<file path="src/rtl/dbg_port_arbiter.sv">
// Round-robin arbiter sharing the core debug port between two debug requesters.
// Optional BUSY watchdog abort is enabled with `define DBG_ARB_TIMEOUT_EN.
module dbg_port_arbiter #(
   parameter int DATA_W = 32,
   parameter int CMD_W  = 8
`ifdef DBG_ARB_TIMEOUT_EN
   ,
   parameter int TIMEOUT_CYCLES = 1024
`endif
) (
   input  logic              clk,
   input  logic              rst_i,
   input  logic [CMD_W-1:0]  m0_cmd_i,
   input  logic [DATA_W-1:0] m0_addr_i,
   input  logic [DATA_W-1:0] m0_data_i,
   output logic [DATA_W-1:0] m0_data_o,
   output logic              m0_ready_o,
   input  logic [CMD_W-1:0]  m1_cmd_i,
   input  logic [DATA_W-1:0] m1_addr_i,
   input  logic [DATA_W-1:0] m1_data_i,
   output logic [DATA_W-1:0] m1_data_o,
   output logic              m1_ready_o,
   output logic [CMD_W-1:0]  dbg_cmd_o,
   output logic [DATA_W-1:0] dbg_addr_o,
   output logic [DATA_W-1:0] dbg_data_o,
   input  logic [DATA_W-1:0] dbg_data_i,
   input  logic              dbg_ready_i,
   output logic              grant_o,
   output logic              busy_o
`ifdef DBG_ARB_TIMEOUT_EN
   ,
   output logic              timeout_o
`endif
);

   typedef enum logic [1:0] {IDLE, BUSY, DONE} state_t;

   state_t            state_q, state_d;
   logic              prio_q, prio_d;
   logic [CMD_W-1:0]  cmd_d;
   logic [DATA_W-1:0] addr_d, data_d, m0_data_d, m1_data_d, fin_data;
   logic              m0_ready_d, m1_ready_d, grant_d, finish;
   logic              req0, req1, pick1;

`ifdef DBG_ARB_TIMEOUT_EN
   localparam int CNT_W = $clog2(TIMEOUT_CYCLES) + 1;
   logic [CNT_W-1:0] cnt_q, cnt_d;
   logic             timeout_d;
`endif

   assign req0   = |m0_cmd_i;
   assign req1   = |m1_cmd_i;
   // prio_q high means requester 1 wins a simultaneous request
   assign pick1  = req1 & (~req0 | prio_q);
   assign busy_o = (state_q != IDLE);

   always_ff @(posedge clk or posedge rst_i) begin
      if (rst_i) begin
         state_q <= IDLE;
      end else begin
         state_q <= state_d;
      end
   end

   always_comb begin
      state_d    = state_q;
      prio_d     = prio_q;
      cmd_d      = dbg_cmd_o;
      addr_d     = dbg_addr_o;
      data_d     = dbg_data_o;
      m0_data_d  = m0_data_o;
      m1_data_d  = m1_data_o;
      m0_ready_d = 1'b0;
      m1_ready_d = 1'b0;
      grant_d    = grant_o;
      finish     = 1'b0;
      fin_data   = dbg_data_i;
`ifdef DBG_ARB_TIMEOUT_EN
      cnt_d      = cnt_q;
      timeout_d  = 1'b0;
`endif
      unique case (state_q)
         IDLE: begin
            cmd_d = '0;
            if (req0 || req1) begin
               grant_d = pick1;
               cmd_d   = pick1 ? m1_cmd_i  : m0_cmd_i;
               addr_d  = pick1 ? m1_addr_i : m0_addr_i;
               data_d  = pick1 ? m1_data_i : m0_data_i;
               state_d = BUSY;
`ifdef DBG_ARB_TIMEOUT_EN
               cnt_d   = '0;
`endif
            end
         end
         BUSY: begin
            finish = dbg_ready_i;
`ifdef DBG_ARB_TIMEOUT_EN
            cnt_d = cnt_q + CNT_W'(1);
            // a real answer in the same cycle always beats the watchdog
            if (!dbg_ready_i && (cnt_q == CNT_W'(TIMEOUT_CYCLES - 1))) begin
               finish    = 1'b1;
               fin_data  = DATA_W'(32'hDEADBEEF);
               timeout_d = 1'b1;
            end
`endif
            if (finish) begin
               cmd_d   = '0;
               prio_d  = ~grant_o;
               state_d = DONE;
               if (grant_o) begin
                  m1_data_d  = fin_data;
                  m1_ready_d = 1'b1;
               end else begin
                  m0_data_d  = fin_data;
                  m0_ready_d = 1'b1;
               end
            end
         end
         DONE: begin
            state_d = IDLE;
         end
         default: begin
            state_d = IDLE;
            cmd_d   = '0;
         end
      endcase
   end

   always_ff @(posedge clk or posedge rst_i) begin
      if (rst_i) begin
         prio_q     <= 1'b0;
         dbg_cmd_o  <= '0;
         dbg_addr_o <= '0;
         dbg_data_o <= '0;
         m0_data_o  <= '0;
         m1_data_o  <= '0;
         m0_ready_o <= 1'b0;
         m1_ready_o <= 1'b0;
         grant_o    <= 1'b0;
      end else begin
         prio_q     <= prio_d;
         dbg_cmd_o  <= cmd_d;
         dbg_addr_o <= addr_d;
         dbg_data_o <= data_d;
         m0_data_o  <= m0_data_d;
         m1_data_o  <= m1_data_d;
         m0_ready_o <= m0_ready_d;
         m1_ready_o <= m1_ready_d;
         grant_o    <= grant_d;
      end
   end

`ifdef DBG_ARB_TIMEOUT_EN
   always_ff @(posedge clk or posedge rst_i) begin
      if (rst_i) begin
         cnt_q     <= '0;
         timeout_o <= 1'b0;
      end else begin
         cnt_q     <= cnt_d;
         timeout_o <= timeout_d;
      end
   end
`endif

endmodule

</file>
<file path="config.mk">
export PLATFORM = sky130hd
export DESIGN_NAME = dbg_port_arbiter
export DESIGN_NICKNAME = d
export VERILOG_FILES = /design/src/rtl/dbg_port_arbiter.sv
export SDC_FILE = /design/constraint.sdc
export NUM_CORES = 1
export LEC_CHECK = 0
export BUFFER_PORTS_ARGS = -buffer_cell sky130_fd_sc_hd__buf_2
export CORE_AREA = 2 2 123 125
export DETAILED_ROUTE_END_ITERATION = 7
export DIE_AREA = 0 0 125 127
export PLACE_DENSITY = 0.82
export SYNTH_ARGS = -nofsm -noshare
export SYNTH_HDL_FRONTEND = slang
export SYNTH_SLANG_ARGS = --single-unit
</file>
<file path="constraint.sdc">
create_clock -name clk -period 9.9 [get_ports clk]
set_input_delay 1.98 -clock clk [delete_from_list [all_inputs] [get_ports clk]]
set_output_delay 1.98 -clock clk [all_outputs]
set_load 0.01 [all_outputs]
</file>
# [Word level (Yosys, flattened, before mapping)]
# Cells that the tools add are included.
[op_classes] bitwise=5 n_eq_ne=4 n_mux=15 n_reduce_logical=11
[op_table] op="2-to-1 mux 32 bit" n=2
[op_table] op="2-to-1 mux 8 bit" n=3
[op_table] op="case mux 8 bit (3 select lines)" n=1
[op_table] op="OR reduction 8 bit" n=2
[op_table] op="AND reduction 2 bit" n=4
[op_table] op="2-to-1 mux 1 bit" n=6
[op_table] op="AND reduction 3 bit" n=2
[op_table] op="2-to-1 mux 2 bit" n=2
[op_table] op="!= test 2 bit (second input constant)" n=2
[op_table] op="case mux 2 bit (2 select lines)" n=1
[op_table] op="NOT 1 bit" n=3
[op_table] op="== test 2 x 1 -> 1 bit (second input constant)" n=1
[op_table] op="== test 2 bit (second input constant)" n=1
[op_table] op="zero test 2 bit" n=1
[op_table] op="nonzero test 2 bit" n=1
[op_table] op="bitwise AND 1 bit" n=1
[op_table] op="logical OR 1 bit" n=1
[op_table] op="OR 1 bit" n=1
[totals] input_bits=179 word_cells=45 ff_bits=142 output_inout_bits=140

# [Depth between registers and ports, before layout]
[depth] word_depth=7 mapped_depth=7 ltp_nobuf=5

# [Worst setup path before layout]
# Ideal clock, no wire load.
[synth_timing] path_kind="input to register" start="input port m0_cmd_i[0]" end="register dbg_cmd_o[0]" slack_ns=6.803 setup_ns=0.139 stages=5 n_path_buf=1 required_ns=9.761 arrival_time_ns=2.958 cell_sequence="nor4_4 -> a21oi_1 -> buf_2 -> nor2_1 -> o211ai_1"
[synth_via] elab_chain_cells=7 word_cells_on_any_way=8 classes_between="mux (3); bitwise (3); reduce/logical (2)"
[synth_lines] item="from (decl)" line="13" text="input logic [CMD_W-1:0] m0_cmd_i,"
[synth_lines] item="OR reduction 8 bit" line="51" text="assign req0 = |m0_cmd_i;"
[synth_lines] item="NOT 1 bit" line="54" text="assign pick1 = req1 & (~req0 | prio_q);"
[synth_lines] item="OR 1 bit" line="54"
[synth_lines] item="bitwise AND 1 bit" line="54"
[synth_lines] item="2-to-1 mux 8 bit" line="87" text="cmd_d = pick1 ? m1_cmd_i : m0_cmd_i;"
[synth_lines] item="2-to-1 mux 8 bit *" line="85" text="if (req0 || req1) begin"
[synth_lines] item="case mux 8 bit (3 select lines) *" line="82" text="unique case (state_q)"
[synth_lines] item="to (signal assigned)" line="143" text="dbg_cmd_o <= cmd_d;"
[synth_lines] item="to (decl)" line="23" text="output logic [CMD_W-1:0] dbg_cmd_o,"
# Every way passes the cells marked *; elsewhere a longest branch is shown, timed or not.
# A chain may end at the register's enable or synchronous reset.

# [Worst setup path after layout]
[layout_timing] start="input port m0_cmd_i[0]" end="register dbg_data_o[17]"
[layout_via] elab_chain_cells=5 word_cells_on_any_way=7 classes_between="mux (1); bitwise (3); reduce/logical (3)"
[layout_lines] item="OR reduction 8 bit *" line="51"
[layout_lines] item="NOT 1 bit" line="54"
[layout_lines] item="OR 1 bit" line="54"
[layout_lines] item="bitwise AND 1 bit" line="54"
[layout_lines] item="2-to-1 mux 32 bit" line="89" text="data_d = pick1 ? m1_data_i : m0_data_i;"
[layout_lines] item="to (signal assigned)" line="145" text="dbg_data_o <= data_d;"
[layout_lines] item="to (decl)" line="25" text="output logic [DATA_W-1:0] dbg_data_o,"
# Marks and branches as above.

==> reports/metrics.yaml <==
synthesis.nets: 750
hold_violations: 0
remaining_drc_errors: 0
finalWeightedCongestion: 0.832
tritoncts.num_buffers: 17
timing.critical_path.buf_inv: 2
fp.coreArea_sq_mm: 0.0144
final.period_utilization_pct: 38.4
synth.avg_cell_area_sq_um: 11.1
die-area_sq_mm: 0.0159
portion_of_total_power_attributed_to_the_clock_network_pct: 21.0
syn-instance-count: 571
clk_transition_reported_paths_ns: 0.06
p_sw_mw: 1.15
cts_max_level: 4
initial_antenna_violation_count: 0
cp-endpoint: "dbg_data_o[17]$_DFFE_PP0P_"
tritoncts_clock_tree: "yes"
drt_first_iter_violations: 378
critical_path_arrival_ns: 4.14
largest_family_of_logic_cells_by_synthesized_area: "compound AO/OA/AOI/OAI gates"
synth.area.mux_share_pct: 13.0
die_y_um: 127
crit_fanout: 41
crit_path_top_delay_cell: "a21o_2"
synthTopCellsByArea: "dfrtp_1, mux2_4, a31oi_1"
post-cts-setup-buffer-count: 0
layout-area-overhead-vs-synth_pct: 34.0
layout.nets: 1042
r2r.worst_path.cells: 5
yosysSeqAreaShare_pct: 55.9
power_frac_comb_pct: 43.8
ios: 319
r2r_start: "state_q[0]$_DFFE_PP0P_"
place.detailed.hpwl_mm: 12.7
detailed_route_wire_length_per_cell_um: 17.9
async_reset_ff_share_pct: 100
synth_enable_flop_cells: 0
crit_path_start: "m0_cmd_i[0]"
tritoncts_num_sinks: 142
irDropWorstVdd_uv: 149
finalSetupTns_ns: 0
worst_ep_required_time_ns: 10.24
share_of_post_route_cells_with_drive_strength_above_1_pct: 49.7
tightestPinTransition_ns: 1.20
synth-seq-cells: 142
grt_pass1_vias: 5723
fin_ws_ns: 6.10
worstSetupPathType: "in2reg"
postCtsHoldBufs: 0
cts.path.max_buffers: 2
core.rowCount: 44
cp-end-kind: "register"
yosysWarningCount: 0
crit_chain: "buf_2 > nor4_4 > a21o_2 > buf_4 > a31oi_1 > a21oi_1"
yosys.area_share.simple_pct: 7.73
power.switching_fraction_pct: 38.9
placement.io_buffers: 318
class_of_the_worst_hold_path: "reg2reg"
dieWidth_um: 125
max_cap_viol_count: 0
grt_setup_unrepaired: "no"
run_status: "finished, final reports clean"
p_leak_nw: 4.05
synth.distinct_cells: 30
finClkSkew_ns: 0.00529
wire_length_of_the_first_global_routing_pass_mm: 29.9
netlist.top_cell.by_area: "dfrtp_1"
worst_slew_margin_rel_pct: 19.8
maxClockFrequency_ghz: 0.263
post_synth_instance_area_sq_mm: 0.00636
netlist_top_cells_count: "dfrtp_1, nor2_1, a21oi_1, o21ai_0, a31oi_1"
most_frequently_used_cell_type_in_the_post_synthesis_netlist: "dfrtp_1"
number_of_gates_on_the_worst_path_with_buffers_counted: 6
synth_xor_xnor_area_share_pct: 0
seq_power_share_pct: 35.2
insertedDiodeCount: 0
crit_path_max_delay_family: "compound AO/OA/AOI/OAI gates"
synthAdderAreaFrac_pct: 0
first_pass_iters: 5
fillCellCount: 1218
cts.root.buffer_cell: "clkbuf_16"
placement.setup.worst_slack_ns: 5.71
clkLatencyLatePin_ns: 0.42
grt_max_degree: 89
overflow: 0
worst_hold_slack_ns: 0.502
drt_wl_total_mm: 18.9
synth.top_cell.area_share_pct: 55.9
timing.rr.end: "dbg_addr_o[14]$_DFFE_PP0P_"
post_cts_resized: 0
min-delay-start: "dbg_cmd_o[1]$_DFFE_PP0P_"
power.internal_mw: 1.80
route.antenna.remaining_nets: 0
critical-path-max-stage-delay_ns: 0.63
regToRegSetupSlack_ns: 7.77
ratio_of_total_power_to_cell_area_mw_per_mm2: 345
initial_utilization_pct: 44.1
globalRouteTotalUtil_pct: 23.4
final-setup-viol-count: 0
drv_slew: 0
fin_total_pwr_mw: 2.94
synth-compound-area-share_pct: 18.1
via_count: 5739
period_minus_slack_ns: 3.80
vias_per_cell: 5.41
worst_setup_path_start_kind: "primary input"
synth_top_flop_cell: "dfrtp_1"
==> worst min-delay path by stage <==
stage	end	slack, ns	depth (start not counted)
after floorplan	prio_q$_DFFE_PP0P_	0.49	2
after global placement	dbg_cmd_o[2]$_DFFE_PP0P_	0.48	2
after detailed placement	m0_data_o[24]$_DFFE_PP0P_	0.49	1
after CTS	dbg_cmd_o[4]$_DFFE_PP0P_	0.50	2
after global routing	m0_data_o[8]$_DFFE_PP0P_	0.52	1
final	dbg_cmd_o[1]$_DFFE_PP0P_	0.50	2
==> state kept, by name (all words and copies together) (netlist names) <==
name,flops
dbg_addr_o,32
dbg_cmd_o,8
dbg_data_o,32
grant_o,1
m0_data_o,32
m0_ready_o,1
m1_data_o,32
m1_ready_o,1
prio_q,1
state_q,2
==> worst register-to-register path: cells and delay by family, from the launching register on <==
family,cells,cell delay [ns]
buf+inv,1,0.10
simple gates,1,0.31
compound gates,3,1.17
flops,1,0.43
==> cells in the final DEF, fill, tap and decap left out, drive strengths merged, types with 2 or more instances in the layout <==
master and count:
a21oi 65, a31oi 64, buf 325, clkbuf 19, clkinv 4, clkinvlp 2, dfrtp 142, inv 10
mux2 64, nand2 19, nand3 7, nor2 68, nor4 4, o211ai 7, o21ai 66
==> cell families (layout without fill, tap and decap cells) <==
group | Yosys count | after routing
DFF | 142 | 142
buffers and inverters | 56 | 361
muxes | 64 | 64
and+or+nand+nor | 102 | 102
AOI/OAI and AO/OA | 207 | 207
==> cell type report <==
cell class | instances | area (sq um) | area share, %
tap | 184 | 230 | 2.70
clock inverter | 13 | 131 | 1.54
multi-input combinational | 373 | 2510 | 29.5
inverter | 4 | 20.0 | 0.235
clock buffer | 19 | 433 | 5.08
timing repair buffer | 325 | 1640 | 19.3
sequential | 142 | 3550 | 41.7
==> per-layer routing <==
layer  up-vias  track usage, %  routed length (um)
li1       2649               -                   -
met5         -               0                   0
met4         0            9.28                 455
met1      2777            27.7                7230
met3        37            4.98                1300
met2       276            41.8                9940
==> stage by stage <==
stage / cells / instance area (sq um) / utilization (%)
floorplan: 571 / 6360 / -
finish: 1060 / 8520 / 59.1
detailed placement: 1028 / 7960 / 55.2
CTS: 1060 / 8520 / 59.1
global placement: 1028 / 7960 / 55.2
global route: 1060 / 8520 / 59.1
==> power by group through the flow <==
| stage | Clock [mW] | Sequential, mW | Combinational (mW) |
|---|---|---|---|
| finish | 0.618 | 1.04 | 1.29 |
| floorplan | 0 | 1.16 | 0.696 |
| detailed placement | 0 | 1.04 | 1.30 |
| CTS | 0.630 | 1.04 | 1.30 |
| global placement | 0 | 1.03 | 1.27 |
| global route | 0.660 | 1.07 | 1.40 |
(Power assumes the default switching activity.)
